==> src/rtl/decoder_sweep_pkg.sv <==
// Shared types and defaults for the decoder sweep block.
package decoder_sweep_pkg;

    // Default select width; anything that needs the same decode span imports this.
    localparam int SEL_W_DEFAULT = 5;

    typedef enum logic [1:0] {
        IDLE  = 2'd0,
        SWEEP = 2'd1,
        DONE  = 2'd2
    } state_t;

endpackage

==> src/rtl/decoder_sweep_decoder_n.sv <==
// Parametrised SEL_W-to-2**SEL_W one-hot decoder with enable; all-zero when disabled.
module decoder_n #(
    parameter int SEL_W = 5
) (
    input  logic               en_i,
    input  logic [SEL_W-1:0]   idx_i,
    output logic [2**SEL_W-1:0] dec_o
);

    // Index always lands inside the vector because it spans the full select range.
    always_comb begin
        dec_o = '0;
        if (en_i) begin
            dec_o[idx_i] = 1'b1;
        end
    end

endmodule

==> src/rtl/decoder_sweep.sv <==
// Registered decoder with an automatic one-hot sweep over every output bit.
//
// state | meaning
// ------+---------------------------------------------------------------
// IDLE  | direct decode of sel when en is high; sweep_start enters SWEEP
// SWEEP | walk one-hot d from bit 0 upward; sweep_hold freezes the walk
// DONE  | one-cycle completion pulse, d cleared, then back to IDLE
module decoder_sweep
    import decoder_sweep_pkg::*;
#(
    parameter int SEL_W = SEL_W_DEFAULT
) (
    input  logic                clk,
    input  logic                reset,
    input  logic                en,
    input  logic [SEL_W-1:0]    sel,
    input  logic                sweep_start,
    input  logic                sweep_hold,
    output logic [2**SEL_W-1:0] d,
    output logic                busy,
    output logic                done
);

    localparam int OUT_W = 2**SEL_W;

    state_t             state_q, state_d;
    logic [SEL_W-1:0]   cnt_q, cnt_d;
    logic [OUT_W-1:0]   d_q, d_d;
    logic               busy_q, busy_d;
    logic               done_q, done_d;

    logic               dec_en;
    logic [SEL_W-1:0]   dec_idx;

    // One decoder serves both direct decode and the sweep; the FSM picks its index.
    decoder_n #(.SEL_W(SEL_W)) u_dec (
        .en_i  (dec_en),
        .idx_i (dec_idx),
        .dec_o (d_d)
    );

    // Next-state logic: every output is computed here and registered below,
    // so nothing on the inputs reaches d/busy/done without a flop in between.
    always_comb begin
        state_d = state_q;
        cnt_d   = cnt_q;
        busy_d  = 1'b0;
        done_d  = 1'b0;
        dec_en  = 1'b0;
        dec_idx = '0;
        unique case (state_q)
            IDLE: begin
                if (sweep_start) begin
                    state_d = SWEEP;
                    cnt_d   = '0;
                    busy_d  = 1'b1;
                    dec_en  = 1'b1;
                    dec_idx = '0;
                end else begin
                    dec_en  = en;
                    dec_idx = sel;
                end
            end
            SWEEP: begin
                if (sweep_hold) begin
                    busy_d  = 1'b1;
                    dec_en  = 1'b1;
                    dec_idx = cnt_q;
                end else if (cnt_q == SEL_W'(OUT_W - 1)) begin
                    // Last bit already shown; the decoder stays disabled so d clears.
                    state_d = DONE;
                    done_d  = 1'b1;
                end else begin
                    cnt_d   = cnt_q + SEL_W'(1);
                    busy_d  = 1'b1;
                    dec_en  = 1'b1;
                    dec_idx = cnt_q + SEL_W'(1);
                end
            end
            DONE: begin
                state_d = IDLE;
                cnt_d   = '0;
            end
            default: begin
                state_d = IDLE;
                cnt_d   = '0;
            end
        endcase
    end

    // State and output registers with synchronous reset.
    always_ff @(posedge clk) begin
        if (reset) begin
            state_q <= IDLE;
            cnt_q   <= '0;
            d_q     <= '0;
            busy_q  <= 1'b0;
            done_q  <= 1'b0;
        end else begin
            state_q <= state_d;
            cnt_q   <= cnt_d;
            d_q     <= d_d;
            busy_q  <= busy_d;
            done_q  <= done_d;
        end
    end

    assign d    = d_q;
    assign busy = busy_q;
    assign done = done_q;

endmodule

==> config.mk <==
export PLATFORM = sky130hd
export DESIGN_NAME = decoder_sweep
export DESIGN_NICKNAME = d
export VERILOG_FILES = /design/src/rtl/decoder_sweep_pkg.sv /design/src/rtl/decoder_sweep_decoder_n.sv /design/src/rtl/decoder_sweep.sv
export SDC_FILE = /design/constraint.sdc
export NUM_CORES = 1
export LEC_CHECK = 0
export ABC_AREA = 1
export CORE_MARGIN = 8
export CORE_UTILIZATION = 46
export DETAILED_ROUTE_END_ITERATION = 6
export PLACE_DENSITY = 0.78
export SYNTH_ARGS = -nofsm -noshare
export SYNTH_HDL_FRONTEND = slang
export SYNTH_SLANG_ARGS = --single-unit
export TNS_END_PERCENT = 5
==> constraint.sdc <==
create_clock -name clk -period 2.5 [get_ports clk]
set_clock_uncertainty 0.1 [all_clocks]
set_input_delay 0.375 -clock clk [delete_from_list [all_inputs] [get_ports clk]]
set_output_delay 0.375 -clock clk [all_outputs]
set_load 0.05 [all_outputs]
After elaboration in Yosys (flattened, before gate mapping)
Index checks and enable logic that the tools add are counted.
{"block": "totals", "reg_bits": 41, "in_bits": 10, "out_inout_bits": 34, "wordCells": 43}
{"block": "op_classes", "addsub": 1, "magnitude_cmp": 2, "eq_ne": 6, "muxes": 21, "bitwise": 2, "reduce_logical": 6}
{"cell": "2-to-1 mux 5 bit", "n": 6}
{"cell": "one-hot mux 5 bit (2 select lines)", "n": 2}
{"cell": "inequality test 2 bit, second input constant", "n": 4}
{"cell": "less-than comparator 5 x 6 -> 1 bit, second input constant", "n": 1}
{"cell": "2-to-1 mux 1 bit", "n": 6}
{"cell": "2-to-1 mux 2 bit", "n": 3}
{"cell": "AND reduction 3 bit", "n": 2}
{"cell": "adder 5 x 1 -> 5 bit, second input constant", "n": 1}
{"cell": "demux 1 bit (select 5 bit)", "n": 1}
{"cell": "equality test 5 bit, second input constant", "n": 1}
{"cell": ">= comparator 5 x 1 -> 1 bit, second input constant", "n": 1}
{"cell": "one-hot mux 1 bit (2 select lines)", "n": 2}
{"cell": "one-hot mux 2 bit (2 select lines)", "n": 1}
{"cell": "OR reduction 3 bit", "n": 1}
{"cell": "equality test 2 x 1 -> 1 bit, second input constant", "n": 1}
{"cell": "logical NOT 2 bit", "n": 1}
{"cell": "inverter 1 bit", "n": 2}
{"cell": "OR reduction 2 bit", "n": 1}
{"cell": "logical AND 1 bit", "n": 1}

Logic depth before layout (Yosys ltp)
Gate-level depths: netlist of run 1.
{"block": "depth", "ltp_word": 8, "depth_mapped": 11}

Cells and area by module
A second synthesis of run 1 with hierarchy kept.
{"block": "hier_totals", "hier_cells": 241, "area_unflattened_um2": 1681.6}
{"module": "decoder_sweep", "instances": 1, "cells_per_inst": 191, "area_each_um2": 1481.4, "seq_area_each_um2": 820.8}
{"module": "decoder_n", "instances": 1, "cells_per_inst": 50, "area_each_um2": 200.2, "seq_area_each_um2": 0.0}

Worst setup path before layout of run 1
Ideal clock, no wire load.
{"block": "synth_path", "path_type": "register to register", "startpoint": "register cnt_q[0]", "endpoint": "register d_q[10] (netlist: d[10])", "arrival_time_ns": 1.666, "required_ns": 2.334, "slack_ns": 0.668, "stages_incl_launch_ff": 11, "n_path_buf": 0, "period_less_slack_ns": 1.832, "cell_sequence": "dfxtp_1 -> ha_1 -> nand2_1 -> nor2_1 -> ha_1 -> nand2_1 -> nand2_2 -> nor2_1 -> a21oi_1 -> nand3_1 -> nor2_1"}
{"block": "synth_via", "elab_chain_cells": 8, "word_cells_on_any_way": 15, "classes_between": "add/sub (1); order compare (2); eq/ne (1); mux (8); bitwise (1); reduce/logical (2)"}
{"item": "start, declared", "line": "decoder_sweep.sv:27", "rtl": "logic [SEL_W-1:0] cnt_q, cnt_d;"}
{"item": "start signal, assigned", "line": "decoder_sweep.sv:101", "rtl": "cnt_q <= cnt_d;"}
{"item": "adder 5 x 1 -> 5 bit / equality test 5 bit (equally long branches)", "line": "decoder_sweep.sv:77, decoder_sweep.sv:69"}
{"item": "2-to-1 mux 5 bit", "line": "decoder_sweep.sv:69", "rtl": "end else if (cnt_q == SEL_W'(OUT_W - 1)) begin"}
{"item": "2-to-1 mux 5 bit", "line": "decoder_sweep.sv:65", "rtl": "if (sweep_hold) begin"}
{"item": "one-hot mux 5 bit (2 select lines)", "line": "decoder_sweep.sv:51", "rtl": "unique case (state_q)"}
{"item": "less-than comparator 5 x 6 -> 1 bit (implied by the code) / >= comparator 5 x 1 -> 1 bit (equally long branches)", "line": "decoder_sweep_decoder_n.sv:14", "rtl": "dec_o[idx_i] = 1'b1;"}
{"item": "logical AND 1 bit (implied by the code)", "line": "decoder_sweep_decoder_n.sv:14"}
{"item": "2-to-1 mux 1 bit (implied by the code)", "line": "decoder_sweep_decoder_n.sv:14"}
{"item": "demux 1 bit (select 5 bit)"}
{"item": "end signal, assigned", "line": "decoder_sweep.sv:96", "rtl": "d_q <= '0;"}
{"item": "end signal, assigned", "line": "decoder_sweep.sv:102", "rtl": "d_q <= d_d;"}
{"item": "end, declared", "line": "decoder_sweep.sv:28", "rtl": "logic [OUT_W-1:0] d_q, d_d;"}
Several ways; a longest one is shown, not always the timed one.
A chain may end at the register's enable or synchronous reset.

Worst setup path after layout of run 1
{"block": "layout_path", "startpoint": "register cnt_q[1]", "endpoint": "register d_q[1] (netlist: d[1])"}
The elaborated chain is that of the path after synthesis.

==> results of run 1 <==
report_power, final:
part	leakage, µW	internal (µW)	switching (µW)	total (µW)
Clock	0.0000310	106	217	323
Combinational	0.000396	51.8	109	161
Sequential	0.000331	664	5.43	669
Total	0.000758	822	332	1150
layer usage:
| layer | global-route usage | wire length, µm | part of all wire |
|---|---|---|---|
| met1 | 0.131 | 1330 | 0.40 |
| met2 | 0.226 | 1610 | 0.48 |
| met3 | 0.0646 | 321 | 0.096 |
| met4 | 0.0778 | 77 | 0.023 |
| met5 | 0 | 0 | 0 |
how the worst max path moves through the flow:
| stage | startpoint | depth (start not counted) | end | slack [ns] |
|---|---|---|---|---|
| 6_report | cnt_q[1] | 10 | d[1] | 0.39 |
| 5_1_grt | cnt_q[1] | 10 | d[25] | 0.11 |
| 4_1_cts | cnt_q[1] | 10 | d[1] | 0.38 |
| 3_5_place_dp | sweep_hold | 7 | d[15] | 0.38 |
| 3_3_place_gp | sweep_hold | 8 | d[0] | 0.42 |
| 2_1_floorplan | cnt_q[0] | 10 | d[10] | 0.67 |
cell usage after synthesis, drive strengths merged:
master,instances
ha,2
a21oi,10
o21ai,4
xnor2,1
inv,14
o21bai,1
nor3,2
nand3,15
nand2,29
nor2,44
dfxtp,41
or2,1
clkbuf,1
nand4,5
state kept, by name, summed over array words and instances, names as in the netlist:
signal	count
state_q	2
cnt_q	5
done	1
busy	1
d	32
layout make-up:
class	instances	area (µm²)	area share
inverters	14	52.6	0.0260
well taps	44	55.1	0.0273
clock inverters	3	17.5	0.00867
repair buffers	43	430	0.213
flip-flops and latches	41	821	0.406
multi-input cells	114	606	0.300
clock buffers	5	37.5	0.0186
stage by stage:
| stage | utilization | hold slack, ns |
|---|---|---|
| floorplan | - | 0.363 |
| global placement | 0.643 | 0.393 |
| detailed placement | 0.643 | 0.413 |
| CTS | 0.661 | 0.431 |
| global route | 0.661 | 0.463 |
| finish | 0.661 | 0.434 |
cell usage in the layout, fill, tap and decap left out, drive strengths merged:
| cell type | Yosys | layout |
|---|---|---|
| nor2 | 44 | 44 |
| clkdlybuf4s50 | 0 | 43 |
| dfxtp | 41 | 41 |
| nand2 | 29 | 29 |
| nand3 | 15 | 15 |
| inv | 14 | 14 |
| a21oi | 10 | 10 |
| clkbuf | 1 | 5 |
| nand4 | 5 | 5 |
| o21ai | 4 | 4 |
| nor3 | 2 | 2 |
| ha | 2 | 2 |
| clkinv | 0 | 2 |
| or2 | 1 | 1 |
| xnor2 | 1 | 1 |
| o21bai | 1 | 1 |
| clkinvlp | 0 | 1 |
cells by family (layout without fill, tap and decap cells):
kind of cell,Yosys count,in the layout
AOI/OAI and AO/OA,15,15
xor gates and xnor gates,1,1
adders and majority gates,2,2
buffers and inverters,15,65
DFF,41,41
and+or+nand+nor,96,96
worst max-delay path: stages (launching register included):
cell	delay (ns)
dfxtp_1	0.43
ha_1	0.21
nand2_1	0.09
nor2_1	0.10
ha_1	0.18
nand2_1	0.12
nand2_2	0.16
nor2_1	0.07
a21oi_1	0.26
nand3_1	0.20
nor2_1	0.13
==> flow_summary.ini, run 1 <==
[outcome]
status = completed

[clock_tree]
cts.sinks = 41
clockBufferDepth = 2
cts_setup_buffers = 0
root_buffer = clkbuf_4
clk-insertion-delay-late_ns = 0.34
cts_tree = yes
ctsHoldBuffers = 0
cts-htree-levels = 2
cts_buffers = 5
cts_resized = 0
clk_pin_slew_ns = 0.12

[timing]
rsz0062_at_grt = no
max_freq_ghz = 0.473
fin_ws_ns = 0.388
final_hold_viol_count = 0
maxSlewViolCount = 0
relSlewSlack = 0.649
setup_tns_ns = 0
setup_violations = 0
fin_crit_sh = 0.845
worstMarginPinSlew_ns = 0.525
fin_crit_ns = 2.11

[global_routing]
gr-total-overflow = 0
grt_util_all_layers = 0.134
grt_max_degree = 14
grt_pass1_wl_um = 5610
antenna_found_initial = 0
grt_pass1_vias = 1234

[cells_and_area]
num_antenna_cells = 0
fillers = 255
fin_cells = 264
final_layout_size_suffix_gt1_frac = 0.127
areaGrowthSynthToFinish_pct = 36.2
post-route-cell-area_mm2 = 0.00202
final_nets = 231

[synth]
synth_top_area_share = 0.554
synth_xor_area_frac = 0.00591
synthMuxAreaShare = 0
ys_ff_latch = 41
yosysSeqAreaShare = 0.554
synth_compound_area_frac = 0.0675
synth_fp_nets = 182
synthAdderAreaFrac = 0.0169
yosys_warnings = 0
synthTopCellsByArea = dfxtp_1 55%, nor2_1 11%, nand2_1 6.3%
synth_cells = 170
synth_top_family_by_area = simple AND/OR/NAND/NOR gates
ys_types = 23
yosys.area.top_type = dfxtp_1
avgSynthCellArea_um2 = 8.72
synthSimpleGateAreaFrac = 0.318
synth_area_mm2 = 0.00148

[hold_path]
hold_class = reg -> reg
holdCritStartpoint = cnt_q[4]
hold-path-endpoint = cnt_q[4]
holdPathStages = 2

[setup_path]
worst_ep_required_time_ns = 2.69
start_kind = flop
crit_type = reg -> reg
rrSetupSlack_ns = 0.39
r2r-start = cnt_q[1]
rr_worst_depth = 10
endpoint_kind = flop
reg2reg_to = d[1]
cp.arrival_ns = 2.30
crit_fanout = 5

[place]
post-place-cells = 256
hpwlAfterDp_um = 2690
portBuffers = 43
place_congestion = 0.864
dpl_worst_slack_ns = 0.381
place_area_mm2 = 0.00196

[power]
power.leakage_uw = 0.000758
ir_worst_vdd_uv = 327
power.density_mw_per_mm2 = 571
power_uw = 1150

[floorplanning]
pin_count = 44
core_mm2 = 0.00305
die_h_um = 72.8
die_x_um = 72.8
rows = 20
die_area_mm2 = 0.00530
start_util = 0.486

[routing]
route.detailed.drc = 0
wl_per_cell_um = 12.6
vias = 1263
drt_iter0_markers = 83
routed_wl_um = 3340
avgViaCountPerCell = 4.78
drtPass1Iterations = 4
ant_nets = 0

[flow_run]
cap_violations = 0
(Power assumes the default switching activity.)
==> run 2: changes to the inputs <==
--- a/config.mk
+++ b/config.mk
@@ -7,9 +7,9 @@
 export LEC_CHECK = 0
 export ABC_AREA = 1
 export CORE_MARGIN = 8
-export CORE_UTILIZATION = 46
+export CORE_UTILIZATION = 41
 export DETAILED_ROUTE_END_ITERATION = 6
-export PLACE_DENSITY = 0.78
+export PLACE_DENSITY = 0.74
 export SYNTH_ARGS = -nofsm -noshare
 export SYNTH_HDL_FRONTEND = slang
 export SYNTH_SLANG_ARGS = --single-unit
==> constraint.sdc (replaced) <==
create_clock -name clk -period 1.9 [get_ports clk]
set_clock_uncertainty 0.1 [all_clocks]
set_input_delay 0.285 -clock clk [delete_from_list [all_inputs] [get_ports clk]]
set_output_delay 0.285 -clock clk [all_outputs]
set_load 0.05 [all_outputs]
==> run 2 against run 1 <==
  * Clock power increased by 120%
  * Largest power group unchanged
  * Routed wire length increased by 7.0%
  * Non-clock buffer count increased by 17
  * Core utilization increased by 1.0 points
  * Sequential share of layout area decreased by 6.4 points
==> flow_summary.ini, run 2 (synthesis gave the netlist of run 1 again) <==
[cells_and_area]
largest_register_ffs = 32
layout_commonest_cell = dfxtp_1
fin_cells = 285
final_layout_size_suffix_gt1_frac = 0.295
layout_common_cells = 39 x dfxtp_1, 33 x nor2_1, 23 x dlymetal6s2s_1
final_nets = 248
areaGrowthSynthToFinish_pct = 62.1
num_antenna_cells = 0

[timing]
setup_violations = 0
worstMarginPinSlew_ns = 0.526
fin_ws_ns = 0.0435
relSlewSlack = 0.649
setup_tns_ns = 0
fin_crit_sh = 0.977
final_hold_viol_count = 0
rsz0062_at_grt = yes
maxSlewViolCount = 0
max_freq_ghz = 0.539
fin_crit_ns = 1.86

[setup_path]
worst_ep_required_time_ns = 1.51
reg2reg_to = d[15]
rr_worst_depth = 11
endpoint_kind = primary output
path_cells = clkdlybuf4s50_1
start_kind = flop
rrSetupSlack_ns = 0.06
crit_type = reg -> out
r2r-start = cnt_q[1]
max_stage_delay_ns = 0.80
crit_fanout = 1
cp_top_family = buffers and inverters
cp_slowest_cell = clkdlybuf4s50_1
cp.arrival_ns = 1.47
crit_buf_inv = 1

[routing]
route.detailed.drc = 0
wl_per_cell_um = 12.5
routed_wl_um = 3570
avgViaCountPerCell = 4.64
drt_iter0_markers = 58
vias = 1322
drtPass1Iterations = 3
ant_nets = 0

[floorplanning]
core_mm2 = 0.00358
start_util = 0.414
rows = 22
pin_count = 44
die_x_um = 76.1
die_area_mm2 = 0.00580
die_h_um = 76.1

[place]
portBuffers = 43
post-place-cells = 276
place_congestion = 0.856
dpl_worst_slack_ns = -0.0534
hpwlAfterDp_um = 2600

[clock_tree]
clk_pin_slew_ns = 0.12
cts_tree = yes
cts_buffers = 5
cts.sinks = 41
cts-htree-levels = 2
clk-insertion-delay-late_ns = 0.35
clockBufferDepth = 2
root_buffer = clkbuf_4

[global_routing]
antenna_found_initial = 0
grt_pass1_vias = 1223
gr-total-overflow = 0
grt_util_all_layers = 0.116
grt_max_degree = 15
grt_pass1_wl_um = 5640

[hold_path]
hold_class = reg -> reg
hold-path-endpoint = cnt_q[4]
holdCritStartpoint = cnt_q[4]
holdPathStages = 2

[outcome]
status = completed

[flow_run]
cap_violations = 0

[power]
power.leakage_uw = 0.00134
ir_worst_vdd_uv = 360
power_uw = 1840
power.density_mw_per_mm2 = 767
-- run 2: cell count changes in the layout (fill, tap and decap cells not counted), moves of 3 or more --
cell,previous run,this run
buf_4,0,18
clkdlybuf4s50_1,43,17
dlymetal6s2s_1,0,23
nand2_1,25,22
nand3_1,10,4
nand3_2,5,10
nor2_1,42,33
nor2_2,1,8
-- run 2: how the worst max path moves through the flow --
| stage | start | to | slack [ns] | cells after the start |
|---|---|---|---|---|
| after floorplan | cnt_q[0] | d[10] | 0.07 | 10 |
| after global placement | cnt_q[0] | d[26] | -0.05 | 10 |
| after detailed placement | cnt_q[0] | d[8] | -0.05 | 10 |
| after CTS | d[11] | d[11] | 0.004 | 1 |
| after global routing | cnt_q[1] | d[18] | -0.05 | 9 |
| final | d[1] | d[1] | 0.04 | 1 |
-- run 2: final cells by class --
type                            instances  area [µm²]
Fill cell                             305        1170
Sequential cell                        41         823
Multi-Input combinational cell        114         751
Timing Repair Buffer                   60         611
Clock inverter                          3        68.8
Tap cell                               48        60.1
Inverter                               14        52.6
Clock buffer                            5        37.5
-- run 2: repair_timing --
item	4_1_cts	5_1_grt
buffers inserted	0	1
resized for setup	12	49
pin swaps	5	14
endpoints found under the setup margin	34	58
hold buffers	0	0
-- run 2: layer usage --
layer / routed length (µm) / up-vias / track usage
li1: - / 684 / -
met1: 1570 / 597 / 0.133
met2: 1740 / 35 / 0.188
met3: 213 / 6 / 0.0519
met4: 37 / 0 / 0.0346
met5: 0 / - / 0
-- run 2: where the power goes --
| group | internal [µW] | switching [µW] |
|---|---|---|
| sequential | 874 | 7.02 |
| combinational | 92.7 | 169 |
| clock | 414 | 286 |
-- run 2: per-stage QoR --
stage          hold slack, ns  utilization  area, µm²
3_3_place_gp            0.382        0.583       2090
5_1_grt                 0.473        0.672       2400
2_1_floorplan           0.354            -       1480
3_5_place_dp            0.393        0.583       2090
6_report                0.438        0.672       2400
4_1_cts                 0.414        0.622       2230
-- run 2: worst reg2reg max path: stages, from the launching register on --
cell and delay, ns:
dfxtp_2 0.36, ha_4 0.16, nand2_4 0.07, nor2_4 0.04, ha_4 0.17, nand2_4 0.11
nand2_8 0.07, nor2_2 0.18, nand2_1 0.07, nand2_1 0.18, nand3_2 0.14, nor2_1 0.12
==> run 3: changes to the inputs <==
==> constraint.sdc (replaced) <==
create_clock -name clk -period 1.9 [get_ports clk]
set_clock_uncertainty 0.1 [all_clocks]
set_input_delay 0.285 -clock clk [delete_from_list [all_inputs] [get_ports clk]]
set_output_delay 0.285 -clock clk [all_outputs]
set_load 0.005 [all_outputs]
==> run 3 against run 2 <==
  * Die area is the same
  * Critical path depth grew 9
  * Combinational power shrank 2%
  * Cell count is the same
  * Routed wire length shrank 0.67%
  * Maximum frequency grew 1.3%
  * Sequential power is essentially flat
  * Register-to-register slack is essentially flat
  * Setup slack gained 0.024 ns
  * Via count is the same
  * Final area shrank 0.99%
  * Clock power shrank 39%
==> flow_summary.ini, run 3 (synthesis gave the netlist of run 1 again) <==
[clock_tree]
clockBufferDepth = 2
cts.sinks = 41
ctsHoldBuffers = 0
cts-htree-levels = 2
clk_pin_slew_ns = 0.12
root_buffer = clkbuf_4
clk-insertion-delay-late_ns = 0.35
cts_tree = yes
cts_buffers = 5

[setup_path]
crit_type = reg -> reg
start_kind = flop
worst_ep_required_time_ns = 2.10
crit_fanout = 4
endpoint_kind = flop
crit_start = cnt_q[1]
r2r-start = cnt_q[1]
cp.arrival_ns = 2.03

[floorplanning]
die_h_um = 76.1
rows = 22
die_x_um = 76.1
start_util = 0.414
core_mm2 = 0.00358
pin_count = 44
die_area_mm2 = 0.00580

[timing]
rsz0062_at_grt = yes
whs_ns = 0.425
fin_crit_sh = 0.965
fin_crit_ns = 1.83
setup_violations = 0
worstMarginPinSlew_ns = 0.328
maxSlewViolCount = 0
max_freq_ghz = 0.546
setup_tns_ns = 0
relSlewSlack = 0.779
final_hold_viol_count = 0

[cells_and_area]
final_layout_size_suffix_gt1_frac = 0.304
areaGrowthSynthToFinish_pct = 60.5
layout_commonest_cell = clkdlybuf4s50_1
regArea_um2 = 823
layout_common_cells = 43 x clkdlybuf4s50_1, 39 x dfxtp_1, 32 x nor2_1
multi_input_area_um2 = 816
fin_cells = 285
num_antenna_cells = 0
post-route-cell-area_mm2 = 0.00238
fillers = 288
final_nets = 248
largest_register_ffs = 32

[global_routing]
grt_pass1_wl_um = 5730
antenna_found_initial = 0
grt_pass1_vias = 1288
grt_util_all_layers = 0.118
grt_max_degree = 14
gr-total-overflow = 0

[place]
place_congestion = 0.880
place_area_mm2 = 0.00208
portBuffers = 43
hpwlAfterDp_um = 2550
post-place-cells = 275

[power]
ir_worst_vdd_uv = 329
power.leakage_uw = 0.000886
power_uw = 1560
power.density_mw_per_mm2 = 656

[hold_path]
hold_class = reg -> reg
holdCritStartpoint = cnt_q[4]

[routing]
ant_nets = 0
vias = 1322
routed_wl_um = 3550
drtPass1Iterations = 4
drt_iter0_markers = 71
avgViaCountPerCell = 4.64
route.detailed.drc = 0
wl_per_cell_um = 12.4

[flow_run]
cap_violations = 0

[outcome]
status = completed
run 3: changes by cell type in the layout (fill, tap and decap cells not counted), sizes merged:
cell and delta:
inv -1, clkinvlp +1, clkinv +2, dlygate4sd2 -2, buf -1, dlymetal6s2s -23
clkdlybuf4s50 +26, bufinv -2
run 3: timing repair:
action,CTS,global route
buffers inserted,0,2
gates cloned,0,0
pin swaps,7,18
gates resized for setup,16,32
setup endpoints to repair,32,36
run 3: worst paths after layout:
check                           slack, ns  depth (start not counted)        to
worst min register to register       0.42                          2  cnt_q[4]
worst max-delay path                 0.07                         10     d[19]
worst max register to register       0.07                         10     d[19]
worst min-delay path                 0.42                          2  cnt_q[4]
run 3: per-layer routing:
layer  global-route usage  vias to the layer above  wire, µm
met5                    0                        -         0
met4               0.0538                        0        51
met3               0.0542                        6       234
met2                0.185                       35      1700
met1                0.134                      602      1560
li1                     -                      679         -
run 3: worst max-delay path, stage by stage (launching register included):
cell     delay, ns
dfxtp_2       0.37
ha_4          0.15
nand2_4       0.05
nor2_4        0.13
ha_4          0.17
nand2_4       0.08
nand2_8       0.10
nor2_4        0.05
a21oi_4       0.29
nand3_2       0.15
nor2_1        0.12
run 3: layout make-up:
type,instances,area share
sequential,41,0.346
multi-input combinational,114,0.343
timing repair buffer,60,0.240
tap,48,0.0252
inverter,14,0.0231
clock buffer,5,0.0158
clock inverter,3,0.00736
run 3: report_power, final:
part	internal, µW	switching (µW)	total, µW
Combinational	106	150	256
Clock	140	285	424
Sequential	874	7.01	881
Total	1120	442	1560
run 3: through the flow:
| step | setup slack, ns | util |
|---|---|---|
| floorplan | 0.0675 | - |
| global placement | -0.0440 | 0.582 |
| detailed placement | -0.0696 | 0.582 |
| CTS | -0.0149 | 0.614 |
| global route | -0.0529 | 0.665 |
| finish | 0.0671 | 0.665 |
